$ cat config.mk
export PLATFORM = sky130hd
export DESIGN_NAME = ram_arbiter
export DESIGN_NICKNAME = d
export VERILOG_FILES = /design/src/rtl/ram_arb_pkg.sv /design/src/rtl/ram_arbiter_rr_arb2.sv /design/src/rtl/ram_arbiter.sv
export SDC_FILE = /design/constraint.sdc
export NUM_CORES = 1
export LEC_CHECK = 0
export BUFFER_PORTS_ARGS = -buffer_cell sky130_fd_sc_hd__buf_4
export CAP_MARGIN = 20
export CORE_AREA = 2 2 86 88
export CTS_CLUSTER_SIZE = 40
export DETAILED_ROUTE_END_ITERATION = 8
export DIE_AREA = 0 0 88 90
export MAX_ROUTING_LAYER = met4
export PLACE_DENSITY = 0.74
export SLEW_MARGIN = 40
export SYNTH_ARGS = -nofsm -noshare
export SYNTH_HDL_FRONTEND = slang
export SYNTH_HIERARCHICAL = 1
export SYNTH_SLANG_ARGS = --single-unit
$ cat constraint.sdc
create_clock -name CLK -period 1.87 [get_ports CLK]
set_clock_uncertainty 0.2 [all_clocks]
set_input_delay 0.2805 -clock CLK [delete_from_list [all_inputs] [get_ports CLK]]
set_output_delay 0.2805 -clock CLK [all_outputs]
set_load 0.02 [all_outputs]
$ cat src/rtl/ram_arb_pkg.sv
// Shared types and defaults for the two-requester RAM arbiter.
package ram_arb_pkg;

  typedef enum logic [1:0] {
    IDLE,
    ACCESS,
    RDWAIT
  } state_t;

  // Requester identifiers, also the encoding of the round-robin PRIO bit.
  localparam logic REQ_A = 1'b0;
  localparam logic REQ_B = 1'b1;

  localparam int DEF_DATA_W = 16;
  localparam int DEF_ADDR_W = 16;
  localparam int DEF_DEPTH  = 1024;
  localparam int DEF_RD_LAT = 1;

  // Wide enough to count down a read latency of 1..3 cycles.
  localparam int LAT_W = 2;

endpackage

$ cat src/rtl/ram_arbiter_rr_arb2.sv
// Two-way round-robin selector; PRIO names who wins a tie and moves to the
// loser on every grant.
module rr_arb2
  import ram_arb_pkg::*;
(
  input  logic clk,
  input  logic rst,
  input  logic req_a,
  input  logic req_b,
  input  logic update,
  output logic winner
);

  logic prio;

  // Pick the winner: a lone requester wins, a tie goes to PRIO.
  always_comb begin
    if (req_a && req_b) begin
      winner = prio;
    end else if (req_b) begin
      winner = REQ_B;
    end else begin
      winner = REQ_A;
    end
  end

  // Hand priority to the loser whenever a grant is issued.
  always_ff @(posedge clk) begin
    if (rst) begin
      prio <= REQ_A;
    end else if (update) begin
      prio <= ~winner;
    end
  end

endmodule

$ cat src/rtl/ram_arbiter.sv
// Round-robin arbiter sharing one single-port RAM between requesters A and B.
// One access at a time; every output, including the RAM strobes, is registered.
module ram_arbiter
  import ram_arb_pkg::*;
#(
  parameter int DATA_W = DEF_DATA_W,
  parameter int ADDR_W = DEF_ADDR_W,
  parameter int DEPTH  = DEF_DEPTH,
  parameter int RD_LAT = DEF_RD_LAT
) (
  input  logic              CLK,
  input  logic              RST,
  input  logic              A_REQ,
  input  logic              A_WE,
  input  logic [ADDR_W-1:0] A_ADDR,
  input  logic [DATA_W-1:0] A_WDATA,
  input  logic              B_REQ,
  input  logic              B_WE,
  input  logic [ADDR_W-1:0] B_ADDR,
  input  logic [DATA_W-1:0] B_WDATA,
  output logic              A_GNT,
  output logic              B_GNT,
  output logic              A_ERR,
  output logic              B_ERR,
  output logic              A_RVALID,
  output logic              B_RVALID,
  output logic [DATA_W-1:0] RDATA,
  output logic [ADDR_W-1:0] RAM_ADDR,
  output logic [DATA_W-1:0] RAM_DATA_IN,
  input  logic [DATA_W-1:0] RAM_DATA_OUT,
  output logic              RAM_RD,
  output logic              RAM_WR,
  output logic              RAM_CS
);

  state_t             state;
  state_t             next_state;
  logic               winner;
  logic               owner;
  logic               rd_pend;
  logic [LAT_W-1:0]   lat_cnt;
  logic               arb_fire;
  logic               sel_we;
  logic [ADDR_W-1:0]  sel_addr;
  logic [DATA_W-1:0]  sel_wdata;
  logic               in_range;

  // Arbitration happens only in IDLE; requests seen elsewhere simply wait.
  assign arb_fire  = (state == IDLE) && (A_REQ || B_REQ);
  assign sel_we    = (winner == REQ_B) ? B_WE    : A_WE;
  assign sel_addr  = (winner == REQ_B) ? B_ADDR  : A_ADDR;
  assign sel_wdata = (winner == REQ_B) ? B_WDATA : A_WDATA;
  assign in_range  = sel_addr < ADDR_W'(DEPTH);

  rr_arb2 u_rr_arb2 (
    .clk    (CLK),
    .rst    (RST),
    .req_a  (A_REQ),
    .req_b  (B_REQ),
    .update (arb_fire),
    .winner (winner)
  );

  // State register.
  always_ff @(posedge CLK) begin
    if (RST) begin
      state <= IDLE;
    end else begin
      state <= next_state;
    end
  end

  // Next-state logic: ACCESS is one cycle, RDWAIT lasts RD_LAT cycles.
  always_comb begin
    // NOTE: default first so every path assigns next_state and no latch is inferred.
    next_state = state;
    unique case (state)
      IDLE:    if (A_REQ || B_REQ) next_state = ACCESS;
      ACCESS:  next_state = rd_pend ? RDWAIT : IDLE;
      RDWAIT:  if (lat_cnt == '0) next_state = IDLE;
      default: next_state = IDLE;
    endcase
  end

  // Registered outputs: grant and strobes are launched at the arbitration
  // edge so they appear during ACCESS; read data is captured at the end of
  // RDWAIT and announced with RVALID in the following cycle.
  always_ff @(posedge CLK) begin
    if (RST) begin
      // NOTE: non-blocking assignments keep every register updating from
      // pre-edge values, independent of statement order.
      owner       <= REQ_A;
      rd_pend     <= 1'b0;
      lat_cnt     <= '0;
      A_GNT       <= 1'b0;
      B_GNT       <= 1'b0;
      A_ERR       <= 1'b0;
      B_ERR       <= 1'b0;
      A_RVALID    <= 1'b0;
      B_RVALID    <= 1'b0;
      RDATA       <= '0;
      RAM_ADDR    <= '0;
      RAM_DATA_IN <= '0;
      RAM_RD      <= 1'b0;
      RAM_WR      <= 1'b0;
      RAM_CS      <= 1'b0;
    end else begin
      A_GNT    <= 1'b0;
      B_GNT    <= 1'b0;
      A_ERR    <= 1'b0;
      B_ERR    <= 1'b0;
      A_RVALID <= 1'b0;
      B_RVALID <= 1'b0;
      RAM_RD   <= 1'b0;
      RAM_WR   <= 1'b0;
      RAM_CS   <= 1'b0;
      unique case (state)
        IDLE: begin
          if (arb_fire) begin
            owner   <= winner;
            rd_pend <= in_range && !sel_we;
            A_GNT   <= (winner == REQ_A);
            B_GNT   <= (winner == REQ_B);
            A_ERR   <= (winner == REQ_A) && !in_range;
            B_ERR   <= (winner == REQ_B) && !in_range;
            // Out-of-range accesses leave the RAM bus untouched.
            if (in_range) begin
              RAM_CS   <= 1'b1;
              RAM_WR   <= sel_we;
              RAM_RD   <= !sel_we;
              RAM_ADDR <= sel_addr;
              if (sel_we) RAM_DATA_IN <= sel_wdata;
            end
          end
        end
        ACCESS: begin
          lat_cnt <= LAT_W'(RD_LAT - 1);
        end
        RDWAIT: begin
          if (lat_cnt == '0) begin
            RDATA    <= RAM_DATA_OUT;
            A_RVALID <= (owner == REQ_A);
            B_RVALID <= (owner == REQ_B);
          end else begin
            lat_cnt <= lat_cnt - 1'b1;
          end
        end
        default: ;
      endcase
    end
  end

endmodule

==> run summary, run 1 <==
Number of nets produced by synthesis -> 363
Post-layout instance area -> 4390 um^2
Clk Tree Root Cell -> sky130_fd_sc_hd__clkbuf_8
Transition at the pin with the smallest max-transition slack -> 503 ps
Kind of cell adding the most delay to the critical path -> multiplexers
Buffers on Ports -> 142
Worst hold slack -> 12.6 ps
Maximum cell stage delay along the critical path -> 370 ps
Result of the run -> finished, final reports clean
Synth cell count leaders -> 64 x sky130_fd_sc_hd__dfxtp_1, 33 x sky130_fd_sc_hd__nand2_1, 29 x sky130_fd_sc_hd__a21oi_1, 28 x sky130_fd_sc_hd__mux2i_1, 17 x sky130_fd_sc_hd__a31oi_1
Number of placed instances, taps included -> 506
Sequential cell area fraction in the yosys report -> 46.5%
Count of routing violations after the opening detailed-route iteration -> 158
CTS tree -> done
Fmax -> 544 MHz
Clock-pin slew on the worst setup and hold paths -> 70 ps
Most repeated cell in the gate-level netlist after synthesis -> sky130_fd_sc_hd__dfxtp_1
GRT Util Overall -> 19.9%
TritonRoute pass-1 iters -> 4
TritonCTS Buffers -> 9
Number of core rows -> 31
Total length of routed wires -> 7770 um
Total global routing overflow -> 0
Critical path launch point type -> flop
Unrepaired setup endpoints after global routing -> true
Max Cap Violations -> 0
Async SR Flop Fraction -> 0%
Final Max Tran Viols -> 0
Insertion delay of the later-clocked pin in the worst-skew pair -> 330 ps
Power per unit of standard cell area -> 711 nW/um^2
Core Util, Final -> 62.5%
Synth area leader -> sky130_fd_sc_hd__dfxtp_1
Yosys warning total -> 6
Deepest clock path buffer count -> 2
Placeable core region -> 7020 um^2
Initial antenna violation count -> 0
Yosys top cell area share -> 46.5%
Detailed-placement wirelength estimate -> 5300 um
Final min period -> 1840 ps
Remaining antenna violation count -> 0
Register bit total from synthesis -> 64
Number of distinct standard cells referenced by the synthesized netlist -> 33
Buffers and inverters on the worst path -> 1
Area after DPL -> 3950 um^2
Kind of capture point of the worst setup path -> flop
Cells after Synth -> 276
Cells taking the most area after synthesis -> sky130_fd_sc_hd__dfxtp_1 46%, sky130_fd_sc_hd__mux2i_1 10%, sky130_fd_sc_hd__a21oi_1 5.3%, sky130_fd_sc_hd__a311oi_2 4.9%, sky130_fd_sc_hd__nand2_1 4.5%
Area of the mapped netlist -> 2760 um^2
Vias in the first global route -> 2687
Global placer's final weighted congestion -> 0.809
Final hold vios -> 0
Critical path cell sequence -> nand2b_4 -> and2_4 -> mux2_2 -> buf_12 -> a31oi_1 -> a311oi_1
DRC Markers -> 0
Die Outline Area -> 7920 um^2
Mean Syn Cell Area -> 9.99 um^2
Worst ir drop on vdd -> 0.360 mV
Arrival time worst endpoint -> 1840 ps
Die boundary width -> 88 um
Antenna cells -> 0
Worst relative slew slack -> 65.6%
Area grow syn2layout -> 59.2%
Share of post-route cells with drive strength above 1 -> 48.3%
Wire length of the first global-routing pass -> 12200 um
Clock Sinks -> 64
Leakage dissipation -> 1.82 nW
Top FF cell, synth -> sky130_fd_sc_hd__dfxtp_1
Final cell count without fillers -> 536
Slowest cell on crit path -> sky130_fd_sc_hd__mux2_2
Pin count of the biggest net entering global routing -> 50
Vias after detailed routing -> 2703
Maximum net fanout on the critical path -> 33
Die Height -> 90 um
Worst hold path type -> in2reg
NumNets Final -> 519
Post-Route Setup TNS -> 0 ps
# setup viols final -> 0
Count of flip-flops with a built-in enable after synthesis -> 0
Path type of the worst setup path -> reg2reg
Crit path required time -> 1870 ps
I/O pin cnt -> 143
CTS HTree Levels -> 3
Detailed-route vias per instance -> 5.04
Average routed wire per standard cell -> 14.5 um
Period utilisation layout -> 98.3%
Initial standard-cell utilization of the core -> 39.3%
tightest hold or removal path, delay by kind of cell:
kind | cells | cell delay, ps
AND/OR/NAND/NOR | 1 | 50
AO/OA/AOI/OAI | 1 | 60
buffers and inverters | 1 | 110
placed cells by master (no fill, tap or decap):
master,n
sky130_fd_sc_hd__buf_4,153
sky130_fd_sc_hd__dfxtp_1,64
sky130_fd_sc_hd__nand2_1,33
sky130_fd_sc_hd__a21oi_1,29
sky130_fd_sc_hd__mux2i_1,28
sky130_fd_sc_hd__a31oi_1,13
sky130_fd_sc_hd__a311oi_2,11
sky130_fd_sc_hd__clkbuf_8,11
sky130_fd_sc_hd__dlygate4sd3_1,11
sky130_fd_sc_hd__nor2_1,10
sky130_fd_sc_hd__a211oi_2,10
sky130_fd_sc_hd__nor3b_1,7
sky130_fd_sc_hd__nor3_1,7
sky130_fd_sc_hd__inv_1,6
sky130_fd_sc_hd__a311oi_1,6
sky130_fd_sc_hd__buf_12,4
sky130_fd_sc_hd__buf_6,4
sky130_fd_sc_hd__a31oi_2,3
sky130_fd_sc_hd__nor3_2,2
sky130_fd_sc_hd__nor4_2,2
sky130_fd_sc_hd__and2_4,2
sky130_fd_sc_hd__a2bb2oi_1,2
sky130_fd_sc_hd__clkbuf_1,2
sky130_fd_sc_hd__clkinv_2,2
sky130_fd_sc_hd__o21ai_1,1
sky130_fd_sc_hd__or3_1,1
sky130_fd_sc_hd__nor3_4,1
sky130_fd_sc_hd__a31o_1,1
sky130_fd_sc_hd__o221a_2,1
sky130_fd_sc_hd__o21ai_0,1
sky130_fd_sc_hd__and2_1,1
sky130_fd_sc_hd__a2111oi_0,1
sky130_fd_sc_hd__mux2_2,1
sky130_fd_sc_hd__a32oi_1,1
sky130_fd_sc_hd__a31oi_4,1
sky130_fd_sc_hd__ha_1,1
sky130_fd_sc_hd__bufinv_16,1
sky130_fd_sc_hd__buf_16,1
sky130_fd_sc_hd__nand2b_4,1
worst paths after layout:
path	from	slack (ps)	cells after the start	endpoint
setup / recovery	u_rr_arb2/prio	30	6	RAM_DATA_IN[3]
hold / removal	RAM_DATA_OUT[14]	10	3	RDATA[14]
setup reg to reg	u_rr_arb2/prio	30	6	RAM_DATA_IN[3]
hold reg to reg	RDATA[0]	260	2	RDATA[0]
sequential cells by signal, indices dropped and copies added, names as in the netlist, 2 cells and up:
name / cells
RAM_ADDR: 16
RAM_DATA_IN: 16
RDATA: 16
lat_cnt: 2
state: 2
repair_timing:
item | in CTS | in global routing
endpoints found under the hold margin | 11 | 0
hold buffers | 11 | 0
pin swaps | 0 | 8
setup buffers | 1 | 1
setup endpoints to repair | 32 | 30
cloned | 1 | 0
resized for setup | 7 | 12
power by group:
| group | internal, mW | leakage (nW) | switching, mW | total [mW] |
|---|---|---|---|---|
| clock network | 0.685 | 0.103 | 0.503 | 1.19 |
| logic | 0.279 | 1.20 | 0.249 | 0.528 |
| registers | 1.39 | 0.518 | 0.0131 | 1.40 |
layer usage:
metal | routed length (um) | part of all wire [%] | global-route usage, %
met5 | 0 | 0 | -
met4 | 242 | 3.1 | 10.4
met3 | 430 | 5.5 | 3.49
met2 | 3950 | 51 | 32.1
met1 | 3140 | 40 | 23.2
per-stage QoR:
step / worst slack [ps] / power (mW)
finish: 32.4 / 3.12
global route: -13.5 / 3.25
floorplan: -2.57 / 1.68
global placement: -26.3 / 1.90
CTS: 8.54 / 3.13
detailed placement: -84.3 / 1.91
area by class of cell:
class | count | area, um^2
clock buffers | 13 | 159
clock inverters | 3 | 40.0
fillers | 601 | 2630
inverters | 6 | 22.5
multi-input cells | 178 | 1350
flip-flops and latches | 64 | 1280
well taps | 99 | 124
repair buffers | 173 | 1410
logic make-up (layout without fill, tap and decap cells):
family                   count (synthesis)  in the layout  synth area share [%]
AO/OA/AOI/OAI                           81             81                  23.1
adder cells (fa/ha/maj)                  1              1                 0.454
buffers and inverters                   34            195                  7.30
flip-flops                              64             64                  46.5
multiplexers                            29             29                  10.6
AND/OR/NAND/NOR                         67             67                  12.1
Note: power is estimated with default switching activity, not from simulation.
==> inputs of run 2 (changes only) <==
--- a/config.mk
+++ b/config.mk
@@ -11,6 +11,7 @@
 export CTS_CLUSTER_SIZE = 40
 export DETAILED_ROUTE_END_ITERATION = 8
 export DIE_AREA = 0 0 88 90
+export HOLD_SLACK_MARGIN = 0.12
 export MAX_ROUTING_LAYER = met4
 export PLACE_DENSITY = 0.74
 export SLEW_MARGIN = 40
==> run 2 against run 1 <==
Net effect: critical endpoint unchanged; cell area rose by 3.3%; utilization rose by 2.0 points; fmax rose by 1.8%; clock-buffer cell count did not move; global-route usage rose by 1.1 points; sequential cell count did not move; die area did not move; total power rose by 1.1%; critical path type unchanged; largest cell class unchanged.
==> run summary, run 2 (synthesis results as in run 1) <==
Final min period -> 1810 ps (-31.6 ps)
Critical register-to-register path startpoint -> u_rr_arb2/prio
Clk Tree Root Cell -> sky130_fd_sc_hd__clkbuf_8
Largest registers -> RAM_ADDR (16), RAM_DATA_IN (16), RDATA (16)
DRC Markers -> 0 (unchanged)
Path type of the worst setup path -> reg2reg
Global placer's final weighted congestion -> 0.809 (unchanged)
Transition at the pin with the smallest max-transition slack -> 448 ps (-55.1 ps)
Die Height -> 90 um (unchanged)
Maximum cell stage delay along the critical path -> 340 ps (-30 ps)
Critical path launch point type -> flop
Detailed-placement wirelength estimate -> 5300 um (unchanged)
GRT Util Overall -> 21.0% (+1.1 points)
Worst hold path type -> in2reg
TritonRoute pass-1 iters -> 4 (unchanged)
Number of core rows -> 31 (unchanged)
Kind of capture point of the worst setup path -> flop
Fmax -> 554 MHz (+1.8%)
Final hold vios -> 0 (unchanged)
Power per unit of standard cell area -> 696 nW/um^2 (-2.1%)
Vias after detailed routing -> 2750 (+1.7%)
Clock Sinks -> 64 (unchanged)
Termination of the worst setup path -> RAM_DATA_IN[3]
Final cell count without fillers -> 548 (+2.2%)
Worst hold path cell count -> 3 (unchanged)
Maximum net fanout on the critical path -> 16 (-52%)
Unrepaired setup endpoints after global routing -> true
Antenna cells -> 0 (unchanged)
Deepest clock path buffer count -> 2 (unchanged)
Insertion delay of the later-clocked pin in the worst-skew pair -> 330 ps (about the same)
Total global routing overflow -> 0 (unchanged)
Detailed-route vias per instance -> 5.02 (-0.49%)
Placeable core region -> 7020 um^2 (unchanged)
Buffers on Ports -> 142 (unchanged)
Kind of cell adding the most delay to the critical path -> simple AND/OR/NAND/NOR gates
Die Outline Area -> 7920 um^2 (unchanged)
I/O pin cnt -> 143 (unchanged)
Vias in the first global route -> 2790 (+3.8%)
Share of post-route cells with drive strength above 1 -> 47.7% (-0.62 points)
Worst setup startpoint -> u_rr_arb2/prio
Most frequent cells in the layout -> 152 x sky130_fd_sc_hd__buf_4, 64 x sky130_fd_sc_hd__dfxtp_1, 33 x sky130_fd_sc_hd__nand2_1
Critical path cell sequence -> nand2b_4 -> and2_4 -> nor3_4 -> a31o_4 -> and2_4 -> buf_12 -> a311oi_1
Max Cap Violations -> 0 (unchanged)
Crit path required time -> 1910 ps (+40 ps)
Slack of the worst reg-to-reg path -> 60 ps (+30 ps)
Register-to-Register Path Depth -> 7 (+1)
Most common cell after layout, fill and taps aside -> sky130_fd_sc_hd__buf_4
Final Max Tran Viols -> 0 (unchanged)
Initial standard-cell utilization of the core -> 39.3% (unchanged)
Number of placed instances, taps included -> 506 (unchanged)
Result of the run -> finished, final reports clean
Area grow syn2layout -> 64.4%
Capture point of the worst reg-to-reg path -> RAM_DATA_IN[3]
Period utilisation layout -> 96.6% (-1.7 points)
NumNets Final -> 531 (+2.3%)
Pin count of the biggest net entering global routing -> 50 (unchanged)
CTS HTree Levels -> 3 (unchanged)
Worst ir drop on vdd -> 0.359 mV (-0.12%)
Average routed wire per standard cell -> 14.9 um (+2.8%)
Die boundary width -> 88 um (unchanged)
TritonCTS Buffers -> 9 (unchanged)
Most frequent cell on the critical path -> sky130_fd_sc_hd__and2_4
Post-Route Setup TNS -> 0 ps (unchanged)
Initial antenna violation count -> 0 (unchanged)
Total length of routed wires -> 8170 um (+5.2%)
CTS tree -> done
Leakage dissipation -> 1.89 nW (+3.5%)
Arrival time worst endpoint -> 1850 ps (about the same)
Worst relative slew slack -> 69.3% (+3.8 points)
Clock-pin slew on the worst setup and hold paths -> 70 ps (about the same)
Remaining antenna violation count -> 0 (unchanged)
Count of routing violations after the opening detailed-route iteration -> 186 (+18%)
Instance count on the critical path -> 7 (+1)
Slowest cell on crit path -> sky130_fd_sc_hd__dfxtp_1
Buffers and inverters on the worst path -> 1 (unchanged)
Wire length of the first global-routing pass -> 12800 um (+4.6%)
# setup viols final -> 0 (unchanged)
-- run 2: through the flow --
step / setup WS (ps) / cell area, um^2 / util [%] / total power [mW] / hold slack, ps
global placement: -26.3 / 3950 / 56.3 / 1.90 / 243
finish: 64.0 / 4530 / 64.6 / 3.15 / 130
CTS: 8.54 / 4430 / 63.2 / 3.16 / 123
floorplan: -2.57 / 2770 / - / 1.68 / 148
detailed placement: -84.3 / 3950 / 56.3 / 1.91 / 247
global route: -4.62 / 4530 / 64.6 / 3.28 / 129
-- run 2: power by group --
group          switching, mW  internal (mW)
clock                  0.504          0.685
combinational          0.260          0.302
sequential            0.0135           1.39
total                  0.778           2.38
-- run 2: final cells by class --
type                            count  area, um^2
Sequential cell                    64        1280
Clock buffer                       13         159
Tap cell                           99         124
Inverter                            6        22.5
Fill cell                         576        2490
Timing Repair Buffer              185        1540
Multi-Input combinational cell    178        1370
Clock inverter                      3        40.0
-- run 2: routing by layer --
layer	vias up	wire length, um	part of all wire, %	track usage (%)
met4	0	341	4.2	11.4
li1	1345	-	-	-
met5	-	0	0	-
met3	28	432	5.3	3.67
met1	1259	3320	41	23.9
met2	118	4070	50	34.5
-- run 2: worst min-delay path by stage --
stage	endpoint	from	slack (ps)
after floorplan	u_rr_arb2/prio	RST	150
after global placement	RDATA[6]	RDATA[6]	240
after detailed placement	RDATA[0]	RDATA[0]	250
after CTS	RAM_DATA_IN[0]	A_WDATA[0]	120
after global routing	RAM_DATA_IN[6]	A_WDATA[6]	130
final	RAM_DATA_IN[0]	A_WDATA[0]	130
-- run 2: what timing repair did --
action / CTS / global route
setup buffers: 1 / 1
hold endpoints to repair: 31 / 0
hold buffers: 23 / 0
cloned: 1 / 1
gates resized for setup: 7 / 18
pin swaps: 0 / 8
setup endpoints to repair: 32 / 29
-- run 2: worst min-delay path: cells and delay by family --
| family | cells | cell delay [ps] |
|---|---|---|
| buffers and inverters | 1 | 110 |
| AO/OA/AOI/OAI | 1 | 100 |
| multiplexers | 1 | 120 |
